--- src/rtl/synth_audio_pkg.sv ---
// Shared audio definitions for the synth engine: default sample width,
// channel count and the stereo sample pair type. Define _24BitAudio for 24-bit builds.
package synth_audio_pkg;

`ifdef _24BitAudio
  localparam int DEFAULT_DATA_WIDTH = 24;
`else
  localparam int DEFAULT_DATA_WIDTH = 16;
`endif

  localparam int CHANNEL_NUM = 2;

  typedef struct packed {
    logic [DEFAULT_DATA_WIDTH-1:0] left;
    logic [DEFAULT_DATA_WIDTH-1:0] right;
  } stereo_pair_t;

endpackage

--- src/rtl/audio_edge_det.sv ---
// Rising/falling edge detector for a strobe already in the clk domain.
// The history register only advances when en_i is high.
module audio_edge_det (
  input  logic clk,
  input  logic rst_n,
  input  logic en_i,
  input  logic strobe_i,
  output logic rise_o,
  output logic fall_o
);

  logic strobe_q;

  // NOTE: sequential state uses non-blocking assignments so every flop samples pre-edge values.
  always_ff @(posedge clk or negedge rst_n) begin
    if (!rst_n) begin
      strobe_q <= 1'b0;
    end else if (en_i) begin
      strobe_q <= strobe_i;
    end
  end

  assign rise_o = en_i &  strobe_i & ~strobe_q;
  assign fall_o = en_i & ~strobe_i &  strobe_q;

endmodule

--- src/rtl/i2s_dac_serializer.sv ---
// I2S serializer for the codec DAC: one-deep stereo buffer, MSB-first shift with one-BCK delay.
// Define UNDERRUN_HOLD_EN to repeat the last pair on underrun instead of playing silence.
module i2s_dac_serializer
  import synth_audio_pkg::*;
#(
  parameter int DATA_WIDTH = DEFAULT_DATA_WIDTH
) (
  input  logic                  AUDIO_CLK,
  input  logic                  reset_reg_N,
  input  logic                  LRCK_1X,
  input  logic                  iAUD_BCK,
  input  logic [DATA_WIDTH-1:0] lsound_in,
  input  logic [DATA_WIDTH-1:0] rsound_in,
  input  logic                  in_valid,
  output logic                  in_ready,
  output logic                  sample_req,
  output logic                  underrun,
  output logic                  oAUD_DACDAT
);

  typedef struct packed {
    logic [DATA_WIDTH-1:0] left;
    logic [DATA_WIDTH-1:0] right;
  } pair_t;

  logic bck_fall, bck_rise_unused;
  logic lrck_rise, lrck_fall;
  logic slot_start, frame_start, accept;

  logic [DATA_WIDTH:0] sreg_q, sreg_d, shift_src;
  logic                dacdat_q, dacdat_d;
  pair_t               act_q, act_d, buf_q, buf_d;
  logic                buf_full_q, buf_full_d;
  logic                sample_req_q, sample_req_d;
  logic                underrun_q, underrun_d;

  audio_edge_det u_bck_edge (
    .clk      (AUDIO_CLK),
    .rst_n    (reset_reg_N),
    .en_i     (1'b1),
    .strobe_i (iAUD_BCK),
    .rise_o   (bck_rise_unused),
    .fall_o   (bck_fall)
  );

  // LRCK history only advances on BCK falls, so slot starts align to bit boundaries.
  audio_edge_det u_lrck_edge (
    .clk      (AUDIO_CLK),
    .rst_n    (reset_reg_N),
    .en_i     (bck_fall),
    .strobe_i (LRCK_1X),
    .rise_o   (lrck_rise),
    .fall_o   (lrck_fall)
  );

  assign slot_start  = lrck_rise | lrck_fall;
  assign frame_start = lrck_fall;
  assign accept      = in_valid & ~buf_full_q;

  // NOTE: every signal gets a default first so no path leaves it unassigned (no latches).
  always_comb begin
    sreg_d       = sreg_q;
    dacdat_d     = dacdat_q;
    act_d        = act_q;
    buf_d        = buf_q;
    buf_full_d   = buf_full_q;
    sample_req_d = 1'b0;
    underrun_d   = 1'b0;
    shift_src    = sreg_q;

    if (accept) begin
      buf_d.left  = lsound_in;
      buf_d.right = rsound_in;
      buf_full_d  = 1'b1;
    end

    if (frame_start) begin
      sample_req_d = 1'b1;
      if (buf_full_q) begin
        act_d      = buf_q;
        buf_full_d = 1'b0;
      end else begin
        underrun_d = 1'b1;
`ifdef UNDERRUN_HOLD_EN
        act_d = act_q;
`else
        act_d = '0;
`endif
      end
    end

    // act_d bypasses the transfer so the left slot plays the pair just taken from the buffer.
    if (bck_fall) begin
      if (slot_start) begin
        shift_src = {1'b0, (LRCK_1X ? act_d.right : act_d.left)};
      end
      dacdat_d = shift_src[DATA_WIDTH];
      sreg_d   = {shift_src[DATA_WIDTH-1:0], 1'b0};
    end
  end

  // NOTE: sample storage is reset too, so no stale audio reaches the DAC after a reset.
  always_ff @(posedge AUDIO_CLK or negedge reset_reg_N) begin
    if (!reset_reg_N) begin
      sreg_q       <= '0;
      dacdat_q     <= 1'b0;
      act_q        <= '0;
      buf_q        <= '0;
      buf_full_q   <= 1'b0;
      sample_req_q <= 1'b0;
      underrun_q   <= 1'b0;
    end else begin
      sreg_q       <= sreg_d;
      dacdat_q     <= dacdat_d;
      act_q        <= act_d;
      buf_q        <= buf_d;
      buf_full_q   <= buf_full_d;
      sample_req_q <= sample_req_d;
      underrun_q   <= underrun_d;
    end
  end

  assign in_ready    = ~buf_full_q;
  assign sample_req  = sample_req_q;
  assign underrun    = underrun_q;
  assign oAUD_DACDAT = dacdat_q;

endmodule
--- config.mk ---
export PLATFORM = sky130hd
export DESIGN_NAME = i2s_dac_serializer
export DESIGN_NICKNAME = d
export VERILOG_FILES = /design/src/rtl/synth_audio_pkg.sv /design/src/rtl/audio_edge_det.sv /design/src/rtl/i2s_dac_serializer.sv
export SDC_FILE = /design/constraint.sdc
export NUM_CORES = 1
export LEC_CHECK = 0
export ABC_AREA = 1
export BUFFER_PORTS_ARGS = -buffer_cell sky130_fd_sc_hd__buf_2
export CAP_MARGIN = 20
export CORE_MARGIN = 3
export CORE_UTILIZATION = 50
export CTS_CLUSTER_DIAMETER = 60
export DETAILED_ROUTE_END_ITERATION = 6
export GPL_ROUTABILITY_DRIVEN = 1
export PLACE_DENSITY_LB_ADDON = 0.15
export SLEW_MARGIN = 20
export SYNTH_ARGS = -nofsm -noshare
export SYNTH_HDL_FRONTEND = slang
export SYNTH_HIERARCHICAL = 1
export SYNTH_SLANG_ARGS = --single-unit
--- constraint.sdc ---
create_clock -name AUDIO_CLK -period 4.7 [get_ports AUDIO_CLK]
set_clock_uncertainty 0.05 [all_clocks]
set_input_delay 0.47 -clock AUDIO_CLK [delete_from_list [all_inputs] [get_ports AUDIO_CLK]]
set_output_delay 0.47 -clock AUDIO_CLK [all_outputs]
set_load 0.01 [all_outputs]
Word-level counts from Yosys, hierarchy flattened
Cells that the tools add are included.

Bits in registers: 86. Input port bits: 37. Output and inout bits: 4. Word-level logic and storage cells: 32.

Muxes and demuxes: 10. Bitwise gates (word level): 11.

Operators with widths (count): 32-bit two-way mux (2); 17-bit two-way mux (1); 16-bit two-way mux (1); 1-bit bitwise AND (6); 1-bit two-way mux (6); 1-bit NOT (4); 1-bit bitwise OR (1).

Longest topological paths before layout
Word-level depth: 7. Mapped depth: 11. Mapped depth without buffers: 10.

By module
The synthesis kept the hierarchy.

By module, submodules not included: i2s_dac_serializer (times used 1, cells an instance 346, area each 3718.6 sq um, seq. area each 2102.0 sq um); audio_edge_det (times used 2, cells an instance 8, area each 51.3 sq um, seq. area each 25.0 sq um).

Worst setup path before layout
OpenSTA, ideal clock, no wires.

Kind: in2reg. Start point: input iAUD_BCK. End point: register sreg_q[2]. Setup time: 0.122 ns. Arrival time: 1.456 ns. Path slack: 3.072 ns. Cell stages on the path: 10. Buffers on the path: 2. Cell sequence: nor2_1 > nand2_1 > nor2_1 > buf_6 > inv_4 > buf_6 > nand2_1 > nand3_1 > nand3_1 > a21oi_1.

Longest elaborated chain between the ends: 7.

Ends and longest elaborated chain: start: declaration (line i2s_dac_serializer.sv:11) `input logic iAUD_BCK,`; 1-bit NOT * (line audio_edge_det.sv:24) `assign fall_o = en_i & ~strobe_i & strobe_q;`; 1-bit bitwise AND * (3 in series) (line audio_edge_det.sv:24); net frame_start (line i2s_dac_serializer.sv:28) `logic slot_start, frame_start, accept;`; 32-bit two-way mux (line i2s_dac_serializer.sv:77) `if (frame_start) begin`; 16-bit two-way mux (line i2s_dac_serializer.sv:95) `shift_src = {1'b0, (LRCK_1X ? act_d.right : act_d.left)};`; 17-bit two-way mux * (line i2s_dac_serializer.sv:94) `if (slot_start) begin`; end signal: assignment (line i2s_dac_serializer.sv:113) `sreg_q <= sreg_d;`; end: declaration (line i2s_dac_serializer.sv:30) `logic [DATA_WIDTH:0] sreg_q, sreg_d, shift_src;`.

The timed path passes the listed nets; every way through them passes the cells marked *. A chain may end at the register's enable or synchronous reset.

Worst setup path in the final report
Start point: register u_bck_edge.strobe_q. End point: register sreg_q[2].

Longest elaborated chain between the ends: 6.

Ends and longest elaborated chain: start: declaration (line audio_edge_det.sv:12) `logic strobe_q;`; start signal: assignment (line audio_edge_det.sv:19) `strobe_q <= strobe_i;`; 1-bit bitwise AND * (line audio_edge_det.sv:24); net bck_fall (line i2s_dac_serializer.sv:26) `logic bck_fall, bck_rise_unused;`; 1-bit bitwise AND * (2 in series) (line audio_edge_det.sv:24); net frame_start (line i2s_dac_serializer.sv:28); 32-bit two-way mux (line i2s_dac_serializer.sv:77); 16-bit two-way mux (line i2s_dac_serializer.sv:95); 17-bit two-way mux * (line i2s_dac_serializer.sv:94).

Marked as above.

==> flow_summary_export.csv <==
group,metric,value,unit
outcome,outcome,"finished clean",
cells_and_area,multi_input_area,1420,um^2
detailed_routing,drt_wl_total,7.55,mm
detailed_routing,firstDrtPassIters,5,
die,core.rowCount,31,
cells_and_area,area.sequential,2150,um^2
critical_path,cp.arrival,2.39,ns
timing,period_minus_slack,2.20,ns
critical_path,path_max_fanout,37,
synth,syn-cell-area,3820,um^2
critical_path,worst_r2r_path_depth,11,
critical_path,critPathSlowestCell,"buf_4",
timing,rsz0062_at_grt,"no",
timing,hold_viol_final,0,
cells_and_area,final_area,4200,um^2
cts,cts-root-buf,"clkbuf_8",
timing,tns,0,ns
timing,report.final.slew_viol_count,0,
power,vdd_drop_max,354,uV
critical_path,crit_buf_inv,3,
hold_path,hp-class,"in -> async",
detailed_routing,drt_iter0_markers,196,
cts,cts_tree,"yes",
cts,cts_buffer_depth,2,
critical_path,cp_data_required_time,4.89,ns
timing,fmax,456,MHz
power,power_leakage,2.18,nW
critical_path,crit_path_max_incr_delay,0.38,ns
critical_path,crit_path_start_kind,"flop",
cells_and_area,nets,431,
cells_and_area,drive_gt1_share,24.1,%
die,core,7330,um^2
die,die_x,93.4,um
critical_path,critical_path_class,"reg -> reg",
cells_and_area,fillCellCount,625,
cells_and_area,area_growth_syn_to_layout,10.1,%
grt,grt_pass1_vias,2626,
die,ios,41,
critical_path,cp-end-kind,"flop",
cts,htreeDepth,3,
cts,cts.sinks,86,
timing,setup_viol,0,
cts,numCtsBuffers,9,
grt,grt_max_degree,87,
critical_path,crit_family,"buffers and inverters",
die,die_area,8720,um^2
timing,slew_headroom,49.8,%
synth,syn_inst,361,
die,initial_core_util,52.1,%
placed_design,dp_hpwl,5.01,mm
job,maxCapViolations,0,
detailed_routing,drtAntennaViolNets,0,
timing,worst_slew_pin_slew,0.753,ns
cts,ctsResizeCount,0,
cts,clock_latency,0.36,ns
cells_and_area,num_antenna_cells,0,
power,p_per_area,562,nW/um^2
grt,grt_use_total,19.7,%
cts,postCtsSetupRepairBufs,0,
placed_design,place_area,3960,um^2
critical_path,cpMostUsedCell,"nand2_1",
grt,gr-total-overflow,0,
timing,fin_crit_sh,46.7,%
detailed_routing,post_drt_wl_per_cell,15.2,um
grt,grt_pass1_wl,13.2,mm
synth,yosys_warnings,6,
cts,postCtsHoldBufs,0,
detailed_routing,via_count,2641,
synth,avgSynthCellArea,10.6,um^2
grt,antenna_found_initial,0,
detailed_routing,route.detailed.drc,0,
detailed_routing,vias_per_cell,5.31,
placed_design,io_buffers,40,
cells_and_area,fin_cells,497,
placed_design,gp_congestion,0.789,
critical_path,path_depth,11,
die,die_y,93.4,um
cts,clk_pin_slew,0.09,ns
critical_path,path_cells,"nand2_1, nor2_1, buf_4, nand2_1, nor2_2, buf_4, inv_4, nand2_1, nand3_1, nand3_1, a21oi_1",
placed_design,place_inst,482,
[final timing paths]
| path | start | endpoint | slack, ns |
|---|---|---|---|
| worst max-delay path | u_bck_edge/strobe_q | sreg_q[2] | 2.50 |
| worst min-delay path | reset_reg_N | buf_q[18] | 0.11 |
| worst max register to register | u_bck_edge/strobe_q | sreg_q[2] | 2.50 |
| worst min register to register | act_q[1] | act_q[1] | 0.43 |
| max in group asynchronous | reset_reg_N | buf_full_q | 3.94 |
| min in group AUDIO_CLK | iAUD_BCK | u_bck_edge/strobe_q | 0.28 |
[power breakdown]
part / switching (mW) / internal, mW / total (mW)
clock network: 0.259 / 0.350 / 0.609
registers: 0.173 / 1.03 / 1.20
logic: 0.234 / 0.314 / 0.548
[cells in the final DEF (no fill, tap or decap), types with 4 or more instances in the layout]
cell       n
a21oi_1   31
buf_2     39
clkbuf_8   9
dfrtp_1   85
inv_1      6
mux2_2     4
mux2_4    27
nand2_1   75
nand3_1   78
nor2_1    20
[per-layer routing]
layer | vias up | part of all wire [%] | track usage (%)
met1 | 1282 | 51 | 30.7
li1 | 1272 | - | -
met4 | 0 | 1.5 | 7.81
met2 | 78 | 43 | 26.3
met5 | - | 0 | 0
met3 | 9 | 5.1 | 4.51
[through the flow]
stage	util [%]	power (mW)	worst slack (ns)	hold slack (ns)
after floorplan	-	1.65	3.07	0.124
after global placement	54.1	1.74	2.38	0.409
after detailed placement	54.1	1.76	2.31	0.411
after CTS	57.3	2.38	2.43	0.267
after global routing	57.3	2.52	2.21	0.166
final	57.3	2.36	2.50	0.110
[cell type report]
class                      instances  area share, %
tap                               99           2.95
clock inverter                     6           2.65
inverter                          10           1.07
multi-input combinational        245           33.9
timing repair buffer              42           5.27
clock buffer                       9           2.95
sequential                        86           51.2
[sequential cells by signal (all words and copies together) (netlist names)]
signal                count
u_bck_edge/strobe_q       1
oAUD_DACDAT               1
underrun                  1
act_q                    32
buf_full_q                1
u_lrck_edge/strobe_q      1
buf_q                    32
sample_req                1
sreg_q                   16
No activity file was read; power rests on OpenSTA's default activity.
